--- config.mk ---
export PLATFORM = sky130hd
export DESIGN_NAME = if_id_buffer_flat
export DESIGN_NICKNAME = d
export VERILOG_FILES = /design/src/rtl/risc_pkg.sv /design/src/rtl/if_id_buffer_if.sv /design/src/rtl/if_id_buffer.sv /design/src/flat_wrapper.sv
export SDC_FILE = /design/constraint.sdc
export NUM_CORES = 1
export LEC_CHECK = 0
export ABC_CLOCK_PERIOD_IN_PS = 2300
export CAP_MARGIN = 20
export CORE_UTILIZATION = 45
export CTS_CLUSTER_DIAMETER = 30
export DETAILED_ROUTE_END_ITERATION = 6
export PLACE_DENSITY_LB_ADDON = 0.12
export SYNTH_ARGS = -nofsm -noshare
export SYNTH_HDL_FRONTEND = slang
export SYNTH_SLANG_ARGS = --single-unit
--- constraint.sdc ---
create_clock -name clk -period 2.3 [get_ports clk]
set_input_delay 0.345 -clock clk [delete_from_list [all_inputs] [get_ports clk]]
set_output_delay 0.345 -clock clk [all_outputs]
set_load 0.05 [all_outputs]
--- src/rtl/risc_pkg.sv ---
// -----------------------------------------------------------------------------
// risc_pkg
// Shared definitions for the fetch/decode boundary.
//   DEF_WORD_W / DEF_PC_W : default instruction word and program counter widths
//   OPC_HI / OPC_LO       : bit range of the opcode class field in a word
//   IMM_CLASS             : opcode class value that marks a two-word instruction
//   state_t               : assembly state (waiting for opcode / immediate)
// -----------------------------------------------------------------------------
package risc_pkg;

    localparam int DEF_WORD_W = 16;
    localparam int DEF_PC_W   = 32;

    localparam int OPC_HI = 15;
    localparam int OPC_LO = 13;

    localparam logic [OPC_HI-OPC_LO:0] IMM_CLASS = 3'b110;

    typedef enum logic {
        S_OP  = 1'b0,
        S_IMM = 1'b1
    } state_t;

endpackage

--- src/rtl/if_id_buffer_if.sv ---
// -----------------------------------------------------------------------------
// if_id_buffer_if
// Bundles the fetch-side and decode-side signals of the IF/ID buffer.
//   in_word/in_pc/in_valid : fetched word, its address and its qualifier
//   in_ready               : buffer takes the word this cycle
//   stall/flush            : decode back-pressure and hazard/branch discard
//   out_instr/out_pc       : assembled packet and PC of its opcode word
//   out_has_imm/out_valid  : immediate present / packet valid for decode
// master: the pipeline around the buffer.  slave: the buffer itself.
// -----------------------------------------------------------------------------
interface if_id_buffer_if
    import risc_pkg::*;
#(
    parameter int WORD_W = DEF_WORD_W,
    parameter int PC_W   = DEF_PC_W
);

    logic [WORD_W-1:0]   in_word;
    logic [PC_W-1:0]     in_pc;
    logic                in_valid;
    logic                in_ready;
    logic                stall;
    logic                flush;
    logic [2*WORD_W-1:0] out_instr;
    logic [PC_W-1:0]     out_pc;
    logic                out_has_imm;
    logic                out_valid;

    modport master (
        output in_word, in_pc, in_valid, stall, flush,
        input  in_ready, out_instr, out_pc, out_has_imm, out_valid
    );

    modport slave (
        input  in_word, in_pc, in_valid, stall, flush,
        output in_ready, out_instr, out_pc, out_has_imm, out_valid
    );

endinterface

--- src/rtl/if_id_buffer.sv ---
// -----------------------------------------------------------------------------
// if_id_buffer
// Pipeline register between fetch and decode.  Accepts 16-bit words with their
// PC and presents one 32-bit packet per complete instruction: one-word
// instructions carry a zero immediate, two-word instructions (opcode class
// IMM_CLASS) are joined with the word that follows them.
// Ports:
//   clk   : rising-edge clock
//   reset : asynchronous, active-low; clears all state immediately
//   bus   : if_id_buffer_if.slave (fetch inputs, stall/flush, decode packet)
// -----------------------------------------------------------------------------
module if_id_buffer
    import risc_pkg::*;
#(
    parameter int WORD_W = DEF_WORD_W,
    parameter int PC_W   = DEF_PC_W
) (
    input  logic          clk,
    input  logic          reset,
    if_id_buffer_if.slave bus
);

    state_t              r_state;
    logic [WORD_W-1:0]   r_holdHi;
    logic [PC_W-1:0]     r_holdPc;
    logic [2*WORD_W-1:0] r_outInstr;
    logic [PC_W-1:0]     r_outPc;
    logic                r_outHasImm;
    logic                r_outValid;

    logic                w_ready;
    logic                w_accept;
    logic                w_isTwoWord;

    // Ready depends only on stall/flush, so it stays meaningful during reset.
    assign w_ready     = !bus.stall && !bus.flush;
    assign w_accept    = bus.in_valid && w_ready;
    assign w_isTwoWord = (bus.in_word[OPC_HI:OPC_LO] == IMM_CLASS);

    assign bus.in_ready    = w_ready;
    assign bus.out_instr   = r_outInstr;
    assign bus.out_pc      = r_outPc;
    assign bus.out_has_imm = r_outHasImm;
    assign bus.out_valid   = r_outValid;

    // Flush outranks stall; a stall freezes everything including out_valid.
    // In S_IMM the accepted word is taken as the immediate without decoding.
    always_ff @(posedge clk or negedge reset) begin
        if (!reset) begin
            r_state     <= S_OP;
            r_holdHi    <= '0;
            r_holdPc    <= '0;
            r_outInstr  <= '0;
            r_outPc     <= '0;
            r_outHasImm <= 1'b0;
            r_outValid  <= 1'b0;
        end else if (bus.flush) begin
            r_outValid <= 1'b0;
            r_state    <= S_OP;
        end else if (w_accept) begin
            if (r_state == S_IMM) begin
                r_outInstr  <= {r_holdHi, bus.in_word};
                r_outPc     <= r_holdPc;
                r_outHasImm <= 1'b1;
                r_outValid  <= 1'b1;
                r_state     <= S_OP;
            end else if (w_isTwoWord) begin
                r_holdHi   <= bus.in_word;
                r_holdPc   <= bus.in_pc;
                r_outValid <= 1'b0;
                r_state    <= S_IMM;
            end else begin
                r_outInstr  <= {bus.in_word, {WORD_W{1'b0}}};
                r_outPc     <= bus.in_pc;
                r_outHasImm <= 1'b0;
                r_outValid  <= 1'b1;
            end
        end else if (!bus.stall) begin
            r_outValid <= 1'b0;
        end
    end

endmodule

--- src/flat_wrapper.sv ---
// flat-port wrapper written by rule: the top's interface ports become plain ports
module if_id_buffer_flat import risc_pkg::*;
#(
    parameter int WORD_W = DEF_WORD_W,
    parameter int PC_W   = DEF_PC_W
)
  (clk, reset, bus_in_word, bus_in_pc, bus_in_valid, bus_stall, bus_flush, bus_in_ready, bus_out_instr, bus_out_pc, bus_out_has_imm, bus_out_valid);
  if_id_buffer_if #(.WORD_W(WORD_W), .PC_W(PC_W)) bus_i ();
  input  logic clk;
  input  logic reset;
  input wire logic [$bits(bus_i.in_word)-1:0] bus_in_word;
  input wire logic [$bits(bus_i.in_pc)-1:0] bus_in_pc;
  input wire logic [$bits(bus_i.in_valid)-1:0] bus_in_valid;
  input wire logic [$bits(bus_i.stall)-1:0] bus_stall;
  input wire logic [$bits(bus_i.flush)-1:0] bus_flush;
  output wire logic [$bits(bus_i.in_ready)-1:0] bus_in_ready;
  output wire logic [$bits(bus_i.out_instr)-1:0] bus_out_instr;
  output wire logic [$bits(bus_i.out_pc)-1:0] bus_out_pc;
  output wire logic [$bits(bus_i.out_has_imm)-1:0] bus_out_has_imm;
  output wire logic [$bits(bus_i.out_valid)-1:0] bus_out_valid;
  assign bus_i.in_word = bus_in_word;
  assign bus_i.in_pc = bus_in_pc;
  assign bus_i.in_valid = bus_in_valid;
  assign bus_i.stall = bus_stall;
  assign bus_i.flush = bus_flush;
  assign bus_in_ready = bus_i.in_ready;
  assign bus_out_instr = bus_i.out_instr;
  assign bus_out_pc = bus_i.out_pc;
  assign bus_out_has_imm = bus_i.out_has_imm;
  assign bus_out_valid = bus_i.out_valid;
  if_id_buffer #(.WORD_W(WORD_W), .PC_W(PC_W)) u_core (.clk(clk), .reset(reset), .bus(bus_i));
endmodule
==> run_results.csv, run 1 <==
group,metric,value,unit
power,cellLeakagePower,0.00295,uW
setup_path,crit_fanout,2,
die,fp.dieW,107,um
sta,setup_ws,277,ps
global_route,antenna_found_initial,0,
run_status,status,"finished clean",
die,num_io_pins,120,
flow_run,maxCapViolations,0,
routing,ant_nets,0,
finish,fin_nets,521,
setup_path,worstPathRequired,1960,ps
sta,fin_skew,7.92,ps
global_route,grt_pass1_vias,3227,
routing,drc_errors,0,
routing,routed_wl,10000,um
setup_path,critical_path.top_delay_family,"buffers and inverters",
clock_tree,cts_setup_buffers,0,
synthesis,syn_inst,338,
synthesis,synth_area,4940,sq um
finish,antenna_cells,0,
finish,n_fill_cell,816,
synthesis,synthTopCellsByCount,"134 x mux2_2, 115 x dfrtp_1, 17 x o21ai_0",
sta,setup_tns,0,ps
sta,slew-limit-headroom,56.7,%
routing,drt_iter0_drc,96,
power,vdd_drop_max,513,uV
die,core_area,10500,sq um
synthesis,synth_edf_count,0,
synthesis,ys_ff_latch,115,
routing,via_count,3149,
setup_path,cp-end-kind,"output pin",
power,p_total,6780,uW
global_route,grt_max_degree,61,
placement,port_buffers,119,
sta,rsz0062_at_grt,"no",
sta,tightest_slew,649,ps
clock_tree,cts.reportedPaths.clkPinSlew,50,ps
clock_tree,ctsResizeCount,0,
synthesis,synth_top_area_cell,"dfrtp_1",
global_route,grt_first_pass_wirelength,16300,um
clock_tree,cts_root_buf,"clkbuf_8",
routing,wl_per_cell,16.3,um
synthesis,synth_area_leaders,"dfrtp_1 58%, mux2_2 31%, mux2_4 1.8%",
synthesis,synth.yosys.warnings,0,
global_route,grt-ovfl-total,0,
synthesis,synth_fp_nets,391,
routing,vias_per_cell,5.12,
synthesis,yosysMostFrequentCell,"mux2_2",
hold_path,hp-class,"in -> async",
clock_tree,cts_tree,"done",
placement,hpwl,6590,um
sta,fin_crit_sh,88.0,%
synthesis,ys.flop_type,"dfrtp_1",
sta,setup_viol,0,
clock_tree,clk_latency,500,ps
synthesis,ys_async_sr_fraction,100,%
die,die_h,107,um
global_route,track_usage,18.9,%
clock_tree,cts_sinks,115,
die,fp-row-count,37,
finish,area_delta_synth_final,39.4,%
setup_path,path_cells,"clkdlybuf4s50_1",
finish,layout-drive-gt1-share,39.2,%
sta,fin_crit,2020,ps
setup_path,slowest_stage,"clkdlybuf4s50_1",
setup_path,start_kind,"flip-flop",
clock_tree,cts.path.max_buffers,2,
sta,fmax,494,MHz
clock_tree,cts_inserted_buffers,17,
synthesis,yosysSeqAreaShare,58.3,%
routing,first_pass_iters,6,
setup_path,crit_arrival,1680,ps
power,power_density,985,nW/um^2
die,initial_core_util,47.2,%
clock_tree,h-tree-depth,4,
sta,hold_violations,0,
setup_path,crit_buf_inv,1,
placement,post-place-ws,155,ps
setup_path,critical_path.max_stage_delay,840,ps
synthesis,avgSynthCellArea,14.6,sq um
sta,drv_slew,0,
synthesis,synth_top_area_share,58.3,%
setup_path,path_class,"reg -> out",
die,die_area,11400,sq um
placement,place.gp.congestion,0.722,
synthesis,synth_cell_type_count,21,
[stage by stage]
stage	util (%)	hold slack (ps)	instance area, sq um	instances
6_report	65.8	376	6880	615
5_1_grt	65.8	408	6880	615
4_1_cts	65.8	380	6880	615
3_5_place_dp	60.2	370	6300	584
3_3_place_gp	60.2	369	6300	584
2_1_floorplan	-	49.4	4940	338
[state kept, by name, summed over array words and instances, names as in the netlist]
| signal | cells |
|---|---|
| u_core.bus.out_has_imm | 1 |
| u_core.bus.out_instr | 32 |
| u_core.bus.out_pc | 32 |
| u_core.bus.out_valid | 1 |
| u_core.r_holdHi | 16 |
| u_core.r_holdPc | 32 |
| u_core.r_state | 1 |
[per-layer routing]
layer	wire length (um)	track usage (%)	up-vias
met5	0	0	-
met4	128	7.93	0
met3	464	5.05	10
met2	5020	30.3	82
met1	4420	24.1	1608
li1	-	-	1449
[power by group]
part	leakage [uW]	switching, uW	total [uW]	internal, uW
Clock	0.000275	868	2520	1650
Sequential	0.00145	180	2560	2380
Combinational	0.00123	975	1700	721
[layout make-up]
| class | count | area [sq um] | area share [%] |
|---|---|---|---|
| sequential | 115 | 2880 | 41.8 |
| multi-input combinational | 186 | 1870 | 27.1 |
| timing repair buffer | 132 | 1340 | 19.4 |
| clock buffer | 19 | 432 | 6.27 |
| tap | 136 | 170 | 2.47 |
| clock inverter | 11 | 138 | 2.00 |
| inverter | 16 | 60.1 | 0.873 |
[what timing repair did]
item / CTS / global route
hold endpoints to repair: 39 / 0
hold buffers: 1 / 0
endpoints found under the setup margin: 0 / 0
[cell families after synthesis]
group / synth area share, %
DFF: 58.3
and+or+nand+nor: 3.09
buffers and inverters: 3.95
AOI/OAI and AO/OA: 2.05
muxes: 32.6
[layout by cell type, fill, tap and decap left out, drive strengths merged]
cell type / Yosys / layout
nand2b: 3 / 3
nor2b: 1 / 1
dfrtp: 115 / 115
mux2i: 1 / 1
nand2: 2 / 2
a2bb2oi: 1 / 1
o21bai: 1 / 1
inv: 16 / 16
clkdlybuf4s50: 0 / 117
buf: 16 / 14
o21ai: 17 / 17
nor3b: 1 / 1
mux2: 140 / 140
dlygate4sd3: 0 / 1
clkinv: 0 / 5
clkbuf: 5 / 19
bufinv: 0 / 3
nor2: 1 / 1
and4bb: 1 / 1
nand3: 16 / 16
clkinvlp: 0 / 3
and2: 1 / 1
[worst paths after layout]
check / startpoint / endpoint / slack [ps] / depth (start not counted)
setup / recovery: u_core.bus.out_instr[14] / bus_out_instr[14] / 280 / 1
hold reg to reg: u_core.r_holdHi[14] / u_core.r_holdHi[14] / 480 / 1
min in group clk: u_core.r_holdHi[14] / u_core.r_holdHi[14] / 480 / 1
setup reg to reg: u_core.r_state / u_core.bus.out_instr[16] / 590 / 3
max in group asynchronous: reset / u_core.r_holdPc[20] / 1220 / 3
hold / removal: reset / u_core.bus.out_instr[9] / 380 / 2
Power figures use the tool's default switching activity.
==> inputs of run 2 (changes only) <==
Settings changed: DONT_BUFFER_PORTS set to 1.
==> run_results.csv, run 2 (synthesis gave the netlist of run 1 again) <==
group,metric,value,unit
finish,layout_commonest_cell,"mux2_2",
global_route,grt_pass1_vias,3179,
global_route,grt-ovfl-total,0,
sta,rsz0062_at_grt,"no",
die,die_h,107,um
finish,antenna_cells,0,
setup_path,critical_path.max_stage_delay,560,ps
finish,fin_cells,543,
routing,routed_wl,9960,um
power,power_density,1020,nW/um^2
clock_tree,cts_sinks,115,
die,fp.dieW,107,um
routing,drc_errors,0,
global_route,grt_first_pass_wirelength,16400,um
routing,first_pass_iters,4,
routing,drt_iter0_drc,113,
power,vdd_drop_max,517,uV
placement,port_buffers,0,
global_route,antenna_found_initial,0,
placement,hpwl,5710,um
sta,holdWs,-456,ps
hold_path,hp-class,"in -> async",
setup_path,worstPathRequired,2670,ps
clock_tree,clk_latency,490,ps
sta,setup_tns,0,ps
finish,fin_area,6130,sq um
finish,area_delta_synth_final,24.2,%
setup_path,cp-end-kind,"flip-flop",
placement,place.gp.congestion,0.683,
sta,fin_skew,11.1,ps
clock_tree,h-tree-depth,4,
routing,vias_per_cell,5.24,
clock_tree,cts.path.max_buffers,2,
finish,fin_nets,447,
finish,final_cell_mix,"134 x mux2_2, 114 x dfrtp_1, 50 x dlygate4sd3_1, 17 x o21ai_0",
sta,fin_crit,1960,ps
die,initial_core_util,47.2,%
flow_run,maxCapViolations,0,
die,die_area,11400,sq um
sta,fmax,510,MHz
clock_tree,cts_root_buf,"clkbuf_8",
sta,hold_violations,115,
clock_tree,ctsHoldBuffers,50,
clock_tree,cts_setup_buffers,0,
routing,via_count,2846,
sta,fin_crit_sh,85.3,%
routing,wl_per_cell,18.3,um
setup_path,crit_buf_inv,2,
global_route,grt_max_degree,116,
sta,tightest_slew,519,ps
setup_path,crit_fanout,26,
die,core_area,10500,sq um
setup_path,start_kind,"flip-flop",
clock_tree,ctsResizeCount,0,
sta,setup_viol,0,
die,fp-row-count,37,
run_status,violations,"hold timing",
clock_tree,cts_tree,"done",
setup_path,crit_arrival,2330,ps
clock_tree,cts_inserted_buffers,17,
placement,placed_area,5060,sq um
setup_path,path_cells,"and4bb_2 -> nor2b_4 -> buf_4 -> o21bai_1 -> dlygate4sd3_1",
finish,layout-drive-gt1-share,45.0,%
die,num_io_pins,120,
setup_path,path_class,"reg -> reg",
setup_path,critical_path.top_delay_family,"buffers and inverters",
power,cellLeakagePower,0.00266,uW
sta,drv_slew,0,
run_status,status,"finished, violations left",
setup_path,slowest_stage,"dlygate4sd3_1",
placement,place_inst,461,
clock_tree,cts.reportedPaths.clkPinSlew,60,ps
sta,slew-limit-headroom,65.4,%
global_route,track_usage,18.9,%
routing,ant_nets,0,
## run 2: worst paths after layout
kind / cells past startpoint / endpoint / slack, ps / from
setup / recovery: 5 / u_core.bus.out_valid / 340 / u_core.r_state
min in group clk: 2 / u_core.r_state / 50 / bus_flush
hold / removal: 0 / u_core.r_holdHi[8] / -460 / reset
setup reg to reg: 5 / u_core.bus.out_valid / 340 / u_core.r_state
max in group asynchronous: 0 / u_core.r_state / 2500 / reset
hold reg to reg: 1 / u_core.r_holdHi[15] / 470 / u_core.r_holdHi[15]
## run 2: metal layers
layer	global-route usage [%]	wire, um
met2	31.2	5120
met5	0	0
met4	7.14	104
met3	6.50	651
met1	22.8	4090
## run 2: metrics by stage
stage	worst slack (ps)	total power, uW	utilization [%]
5_1_grt	273	6520	58.6
3_3_place_gp	649	3740	48.4
6_report	339	6270	58.6
2_1_floorplan	821	3640	-
3_5_place_dp	588	3770	48.4
4_1_cts	330	6350	58.6
## run 2: final cells by class
cell class / count / area (sq um)
Clock buffer: 20 / 435
Multi-Input combinational cell: 186 / 1870
Tap cell: 136 / 170
Clock inverter: 12 / 133
Fill cell: 885 / 4330
Sequential cell: 115 / 2880
Timing Repair Buffer: 58 / 586
Inverter: 16 / 60.1
## run 2: worst reg2reg max path: cells and delay by family, from the launching register on
kind,cells,cell delay [ps]
buffers and inverters,2,800
and+or+nand+nor,2,420
DFF,1,410
AOI/OAI and AO/OA,1,200
## run 2: where the power goes
part | internal, uW | switching (uW) | leakage [uW]
sequential | 2360 | 904 | 0.00145
clock | 1570 | 900 | 0.000271
combinational | 381 | 151 | 0.000947
total | 4320 | 1960 | 0.00266
==> inputs of run 3 (changes only) <==
Settings changed: CAP_MARGIN 20 to unset, CORE_ASPECT_RATIO set to 0.8, CTS_CLUSTER_SIZE set to 10.
==> run_results.csv, run 3 (synthesis gave the netlist of run 1 again) <==
group,metric,value,unit
run_status,status,"finished, violations left",
run_status,violations,"hold timing",
finish,layout_commonest_cell,"mux2_2",
global_route,track_usage,17.6,%
setup_path,start_kind,"flip-flop",
placement,port_buffers,0,
routing,vias_per_cell,5.40,
setup_path,path_class,"reg -> reg",
power,power_density,1120,nW/um^2
power,p_int,4430,uW
clock_tree,cts_inserted_buffers,17,
die,die_h,95.7,um
global_route,grt_pass1_vias,2778,
setup_path,critical_path.max_stage_delay,400,ps
finish,antenna_cells,0,
sta,hold_violations,115,
routing,drc_errors,0,
global_route,grt-ovfl-total,0,
flow_run,maxCapViolations,0,
clock_tree,cts_root_buf,"clkbuf_16",
setup_path,slowest_stage,"mux2_2",
die,fp.dieW,119,um
finish,layout-drive-gt1-share,51.0,%
die,die_area,11400,sq um
placement,place_inst,464,
setup_path,path_cells,"and4bb_2 -> nand2_2 -> buf_4 -> mux2_2",
setup_path,regToRegEndpoint,"u_core.r_holdPc[14]",
sta,setup_tns,0,ps
clock_tree,clk_latency,400,ps
routing,wl_per_cell,19.1,um
power,cellLeakagePower,0.00246,uW
global_route,antenna_found_initial,0,
sta,rsz0062_at_grt,"no",
finish,area_delta_synth_final,14.5,%
sta,slew-limit-headroom,65.5,%
setup_path,crit_arrival,1930,ps
clock_tree,cts_setup_buffers,0,
setup_path,r2r_setup_slack,650,ps
routing,routed_wl,9460,um
setup_path,crit_fanout,30,
routing,ant_nets,0,
routing,drt_iter0_drc,105,
finish,final_cell_mix,"134 x mux2_2, 114 x dfrtp_1, 17 x o21ai_0, 17 x clkbuf_16",
setup_path,worstPathRequired,2580,ps
power,p_sw,1910,uW
sta,holdWs,-367,ps
finish,fin_nets,396,
placement,place.gp.congestion,0.721,
global_route,grt_max_degree,116,
die,fp-row-count,33,
clock_tree,cts.path.max_buffers,2,
power,seqPwrFrac,51.5,%
placement,hpwl,5710,um
setup_path,reg2reg_depth,4,
power,vdd_drop_max,582,uV
setup_path,r2r-start,"u_core.r_state",
sta,fmax,608,MHz
routing,via_count,2674,
sta,fin_crit_sh,71.6,%
power,combPwrFrac,7.2,%
sta,setup_viol,0,
clock_tree,ctsResizeCount,0,
power,clockPowerShare,41.3,%
die,initial_core_util,47.3,%
clock_tree,cts_sinks,115,
hold_path,hp-class,"in -> async",
sta,fin_crit,1650,ps
finish,fin_cells,495,
global_route,met2_usage,26.5,%
global_route,grt-busiest-layer,"met2",
sta,tightest_slew,517,ps
die,core_area,10400,sq um
routing,first_pass_iters,4,
clock_tree,cts.reportedPaths.clkPinSlew,50,ps
power,p_total,6350,uW
die,num_io_pins,120,
clock_tree,h-tree-depth,4,
global_route,met1_usage,21.4,%
setup_path,cp-end-kind,"flip-flop",
global_route,gr-usage-met3,8.43,%
power,sw_frac_of_total,30.2,%
global_route,grt_first_pass_wirelength,14800,um
clock_tree,cts_tree,"done",
sta,fin_skew,7.15,ps
sta,drv_slew,0,
run 3: worst max-delay path by stage:
stage,startpoint,endpoint,slack [ps],cells past startpoint
floorplan,u_core.r_state,u_core.bus.out_instr[18],820,5
finish,u_core.r_state,u_core.r_holdPc[14],650,4
detailed placement,bus_flush,u_core.bus.out_pc[27],530,4
CTS,u_core.r_state,u_core.r_holdPc[14],640,4
global placement,bus_flush,u_core.bus.out_pc[27],580,4
global route,u_core.r_state,u_core.r_holdPc[14],590,4
run 3: cell type report:
type,instances,area [sq um]
clock buffers,21,460
repair buffers,7,77.6
multi-input cells,186,1870
clock inverters,10,133
well taps,140,175
flip-flops and latches,115,2880
inverters,16,60.1
fillers,848,4790
run 3: power by group through the flow:
stage	combinational (uW)	clock [uW]	sequential [uW]
floorplan	415	0	3230
global placement	440	0	3300
detailed placement	464	0	3310
CTS	464	2690	3280
global route	499	2780	3320
finish	455	2620	3270
run 3: worst max-delay path: cells and delay by family, from the launching register on:
| family | cells | cell delay (ps) |
|---|---|---|
| mux | 1 | 400 |
| buf+inv | 1 | 380 |
| simple gates | 2 | 360 |
| flops | 1 | 380 |
run 3: per-stage QoR:
step | instance area (sq um) | worst slack, ps | utilization, %
final | 5650 | 654 | 54.1
after global routing | 5650 | 586 | 54.1
after CTS | 5650 | 638 | 54.1
after detailed placement | 5060 | 526 | 48.4
after global placement | 5060 | 577 | 48.4
after floorplan | 4940 | 821 | -
run 3: metal layers:
layer / share of wire [%] / vias to the layer above
li1: - / 1201
met1: 43 / 1386
met2: 48 / 77
met3: 8.4 / 10
met4: 1.1 / 0
met5: 0 / -
